--- src/rtl/serial_subtractor.sv ---
// Bit-serial unsigned subtractor: diff = a - b, LSB first, one bit per clock.
// Optional signed-overflow output is enabled by defining SERIAL_SUBTRACTOR_OVF_EN.
module serial_subtractor #(
    parameter int WIDTH = 8
) (
    input  logic             clk,
    input  logic             rst,
    input  logic             start,
    input  logic [WIDTH-1:0] a,
    input  logic [WIDTH-1:0] b,
    output logic             busy,
    output logic             done,
    output logic [WIDTH-1:0] diff,
    output logic             borrow_out
`ifdef SERIAL_SUBTRACTOR_OVF_EN
    ,
    output logic             overflow
`endif
);

    localparam int CNT_W = $clog2(WIDTH);

    typedef enum logic [0:0] {
        IDLE = 1'b0,
        RUN  = 1'b1
    } state_t;

    // Full-subtractor cell; returns {bout, di}.
    function automatic logic [1:0] full_sub(input logic ai, input logic bi, input logic bin);
        logic di;
        logic bout;
        di   = ai ^ bi ^ bin;
        bout = (~ai & bi) | (~(ai ^ bi) & bin);
        return {bout, di};
    endfunction

    state_t             state_r, state_nxt_s;
    logic [WIDTH-1:0]   a_sh_r, a_sh_nxt_s;
    logic [WIDTH-1:0]   b_sh_r, b_sh_nxt_s;
    logic [WIDTH-1:0]   res_sh_r, res_sh_nxt_s;
    logic               borrow_r, borrow_nxt_s;
    logic [CNT_W-1:0]   cnt_r, cnt_nxt_s;
    logic [WIDTH-1:0]   diff_r, diff_nxt_s;
    logic               borrow_out_r, borrow_out_nxt_s;
    logic               done_r, done_nxt_s;
    logic               busy_r, busy_nxt_s;
    logic               a_msb_r, a_msb_nxt_s;
    logic               b_msb_r, b_msb_nxt_s;
    logic               ovf_r, ovf_nxt_s;
    logic [1:0]         cell_s;

    assign cell_s = full_sub(a_sh_r[0], b_sh_r[0], borrow_r);

    // Next-state and datapath update logic.
    always_comb begin
        state_nxt_s      = state_r;
        a_sh_nxt_s       = a_sh_r;
        b_sh_nxt_s       = b_sh_r;
        res_sh_nxt_s     = res_sh_r;
        borrow_nxt_s     = borrow_r;
        cnt_nxt_s        = cnt_r;
        diff_nxt_s       = diff_r;
        borrow_out_nxt_s = borrow_out_r;
        done_nxt_s       = 1'b0;
        busy_nxt_s       = busy_r;
        a_msb_nxt_s      = a_msb_r;
        b_msb_nxt_s      = b_msb_r;
        ovf_nxt_s        = ovf_r;
        case (state_r)
            IDLE: begin
                if (start) begin
                    a_sh_nxt_s   = a;
                    b_sh_nxt_s   = b;
                    a_msb_nxt_s  = a[WIDTH-1];
                    b_msb_nxt_s  = b[WIDTH-1];
                    res_sh_nxt_s = {WIDTH{1'b0}};
                    borrow_nxt_s = 1'b0;
                    cnt_nxt_s    = {CNT_W{1'b0}};
                    busy_nxt_s   = 1'b1;
                    state_nxt_s  = RUN;
                end else begin
                    busy_nxt_s   = 1'b0;
                    state_nxt_s  = IDLE;
                end
            end
            RUN: begin
                res_sh_nxt_s = {cell_s[0], res_sh_r[WIDTH-1:1]};
                a_sh_nxt_s   = {1'b0, a_sh_r[WIDTH-1:1]};
                b_sh_nxt_s   = {1'b0, b_sh_r[WIDTH-1:1]};
                borrow_nxt_s = cell_s[1];
                if (cnt_r == CNT_W'(WIDTH - 1)) begin
                    // Last bit: publish the full result in one step, never partially.
                    diff_nxt_s       = {cell_s[0], res_sh_r[WIDTH-1:1]};
                    borrow_out_nxt_s = cell_s[1];
                    ovf_nxt_s        = (a_msb_r != b_msb_r) && (cell_s[0] != a_msb_r);
                    done_nxt_s       = 1'b1;
                    busy_nxt_s       = 1'b0;
                    state_nxt_s      = IDLE;
                end else begin
                    cnt_nxt_s        = cnt_r + CNT_W'(1);
                    busy_nxt_s       = 1'b1;
                    state_nxt_s      = RUN;
                end
            end
            default: begin
                busy_nxt_s  = 1'b0;
                state_nxt_s = IDLE;
            end
        endcase
    end

    // State and datapath registers with synchronous reset.
    always_ff @(posedge clk) begin
        if (rst) begin
            state_r      <= IDLE;
            a_sh_r       <= {WIDTH{1'b0}};
            b_sh_r       <= {WIDTH{1'b0}};
            res_sh_r     <= {WIDTH{1'b0}};
            borrow_r     <= 1'b0;
            cnt_r        <= {CNT_W{1'b0}};
            diff_r       <= {WIDTH{1'b0}};
            borrow_out_r <= 1'b0;
            done_r       <= 1'b0;
            busy_r       <= 1'b0;
            a_msb_r      <= 1'b0;
            b_msb_r      <= 1'b0;
            ovf_r        <= 1'b0;
        end else begin
            state_r      <= state_nxt_s;
            a_sh_r       <= a_sh_nxt_s;
            b_sh_r       <= b_sh_nxt_s;
            res_sh_r     <= res_sh_nxt_s;
            borrow_r     <= borrow_nxt_s;
            cnt_r        <= cnt_nxt_s;
            diff_r       <= diff_nxt_s;
            borrow_out_r <= borrow_out_nxt_s;
            done_r       <= done_nxt_s;
            busy_r       <= busy_nxt_s;
            a_msb_r      <= a_msb_nxt_s;
            b_msb_r      <= b_msb_nxt_s;
            ovf_r        <= ovf_nxt_s;
        end
    end

    assign busy       = busy_r;
    assign done       = done_r;
    assign diff       = diff_r;
    assign borrow_out = borrow_out_r;

`ifdef SERIAL_SUBTRACTOR_OVF_EN
    assign overflow = ovf_r;
`else
    logic unused_ovf_s;
    assign unused_ovf_s = ovf_r;
`endif

endmodule

--- config.mk ---
export PLATFORM = sky130hd
export DESIGN_NAME = serial_subtractor
export DESIGN_NICKNAME = d
export VERILOG_FILES = /design/src/rtl/serial_subtractor.sv
export SDC_FILE = /design/constraint.sdc
export NUM_CORES = 1
export LEC_CHECK = 0
export ABC_CLOCK_PERIOD_IN_PS = 3050
export CAP_MARGIN = 20
export CORE_MARGIN = 1.5
export CORE_UTILIZATION = 55
export DETAILED_ROUTE_END_ITERATION = 6
export GPL_ROUTABILITY_DRIVEN = 0
export GPL_TIMING_DRIVEN = 0
export PLACE_DENSITY = 0.81
export SLEW_MARGIN = 30
export SYNTH_ARGS = -nofsm -noshare
export SYNTH_HDL_FRONTEND = slang
export SYNTH_SLANG_ARGS = --single-unit
--- constraint.sdc ---
create_clock -name clk -period 3.05 [get_ports clk]
set_input_delay 0.4575 -clock clk [delete_from_list [all_inputs] [get_ports clk]]
set_output_delay 0.4575 -clock clk [all_outputs]
set_load 0.005 [all_outputs]
==> impl_metrics.toml <==
[worst_setup_path]
end_kind = "primary output"
worst-r2r-setup-slack_ns = 1.61
cp_slowest_cell = "clkdlybuf4s50_1"
cp_data_required_time_ns = 2.59
cp_cell_sequence = "clkdlybuf4s50_1"
slowest_delay_ns = 0.55
crit_fanout = 6
worstPathArrival_ns = 1.36
r2r-end = "borrow_out"
cp.depth = 1
critPathLaunchType = "flop"
timing.rr.start = "cnt_r[0]"
critPathKind = "flop to primary output"
critPathTopFamily = "buffers and inverters"
rr_worst_depth = 5
critPathBufInv = 1

[global_routing]
grt_pass1_vias = 1261
grt_max_degree = 11
grt_pass1_wl_mm = 5.285
antenna_found_initial = 0
overflow = 0
grt.total_usage_pct = 20.90

[cells_and_area]
layout.nets = 237
n_antenna_cell = 0
utilization_pct = 72.08
area.growth.synth_to_final_pct = 21.69
drive_gt1_share_pct = 12.15
fillers = 237

[timing]
fmax_ghz = 0.5506
fin_crit_ns = 1.816
fin_crit_sh_pct = 59.54
setup_viol = 0
tightest_slew_ns = 0.4622
slew_viol_final = 0
slew_headroom_pct = 69.18
fin_worst_skew_ns = 0.01113
hold_viol = 0
grt_setup_unrepaired = "false"
final.setup.tns_ns = 0

[routing]
wl_per_cell_um = 13.04
drc = 0
vias = 1293
first_pass_iters = 6
drt_iter0_markers = 38
post_drt_via_cell_ratio = 5.278
ant_nets = 0
drt_wl_total_mm = 3.194

[logic_synthesis]
synth-main-ff-cell = "dfxtp_1"
synth_edf_count = 0
synth_nets = 203
async_flop_share_pct = 0
avgSynthCellArea_um2 = 9.180
ys_types = 24
synth_area_um2 = 1662
yosysSeqAreaShare_pct = 45.78
ys_warn_count = 0
syn_inst = 181
synth-seq-cells = 38

[floorplan]
coreArea_um2 = 2805
fp.dieW_um = 57.97
start_util_pct = 59.23
die_h_um = 57.97
boundaryPins = 30
num_rows = 19
die-area_um2 = 3360

[cts]
cts.sinks = 38
insertion_delay_ns = 0.35
cts-hold-fix-buffers = 0
cts-root-buf = "clkbuf_4"
post_cts_buffers = 0
post_cts_resized = 0
cts_tree = "built"
cts_made_buffers = 5
h-tree-depth = 2
cts_buffer_depth = 2
clkTransAtPathRegs_ns = 0.11

[hold_path]
min_from = "rst"
hp-class = "primary input to flop"
min_path_cells = 2
hold_end = "b_sh_r[0]"

[power]
p_leak_nw = 0.7711
max-vdd-ir-drop_mv = 0.2745
power.density_nw_per_um2 = 440.7

[place]
post-dp-hpwl_mm = 2.404
place.port_buffers = 27

[run_status]
status = "completed"

[job]
maxCapViolCount = 0
power breakdown:
part | internal, mW | total (mW) | switching (mW)
registers | 0.512 | 0.522 | 0.00994
clock network | 0.104 | 0.256 | 0.152
logic | 0.0610 | 0.113 | 0.0521
how the worst max path moves through the flow:
stage	end	start
6_report	busy	busy
5_1_grt	busy	busy
4_1_cts	busy	busy
3_5_place_dp	borrow_out	cnt_r[0]
3_3_place_gp	busy	busy
2_1_floorplan	borrow_out	cnt_r[0]
synth_stat cells (all sizes together), types with 3 or more instances:
cell type | n | area share (%)
dfxtp | 38 | 46
buf | 10 | 5.9
o21ai | 17 | 5.1
clkbuf | 3 | 0.75
nor2b | 15 | 5.6
nor3b | 7 | 5.3
mux2i | 16 | 9.6
nand2 | 33 | 7.5
a21oi | 18 | 5.4
nor2 | 11 | 2.6
nor3 | 3 | 0.90
sequential cells by signal, summed over array words and instances, names as in the netlist:
signal	flops
borrow_out	1
cnt_r	3
busy	1
a_sh_r	8
res_sh_r	7
diff	8
done	1
b_sh_r	8
borrow_r	1
through the flow:
step	worst slack (ns)	power, mW	instances	area [um2]	hold WS [ns]
after detailed placement	1.622	0.6472	239	1971	0.4458
after global routing	1.207	0.9254	245	2022	0.4151
after CTS	1.235	0.8986	245	2022	0.4013
after floorplan	1.776	0.6065	181	1662	0.4261
after global placement	1.640	0.6425	239	1971	0.4393
final	1.234	0.8911	245	2022	0.4064
layer usage:
layer / vias up / GRT usage (%) / wire length, um
li1: 668 / - / -
met1: 592 / 24.54 / 1427
met2: 25 / 34.42 / 1559
met3: 8 / 4.911 / 129
met4: 0 / 12.96 / 78
met5: - / 0 / 0
cell usage in the layout (no fill, tap or decap), types with 3 or more instances in the layout:
cell and instances:
a21oi_1 18, buf_2 3, buf_6 5, clkbuf_4 5, clkdlybuf4s50_1 27, dfxtp_1 38
mux2i_1 16, nand2_1 33, nor2_1 10, nor2b_1 15, nor3_1 3, nor3b_2 7
o21ai_0 8, o21ai_1 9
cells by family after synthesis:
| kind of cell | Yosys count | share of synthesized area (%) |
|---|---|---|
| simple gates | 72 | 23.19 |
| flops | 38 | 45.78 |
| compound gates | 37 | 11.52 |
| mux | 16 | 9.638 |
| buf+inv | 15 | 7.153 |
| fa+ha+maj | 3 | 2.711 |
area by class of cell:
type | count | area [um2] | share of cell area [%]
Tap cell | 31 | 38.79 | 1.918
Clock buffer | 6 | 51.30 | 2.537
Sequential cell | 38 | 760.7 | 37.62
Multi-Input combinational cell | 128 | 782.0 | 38.68
Buffer | 13 | 111.4 | 5.507
Timing Repair Buffer | 27 | 270.3 | 13.37
Inverter | 2 | 7.507 | 0.3713
Power figures use the tool's default switching activity.
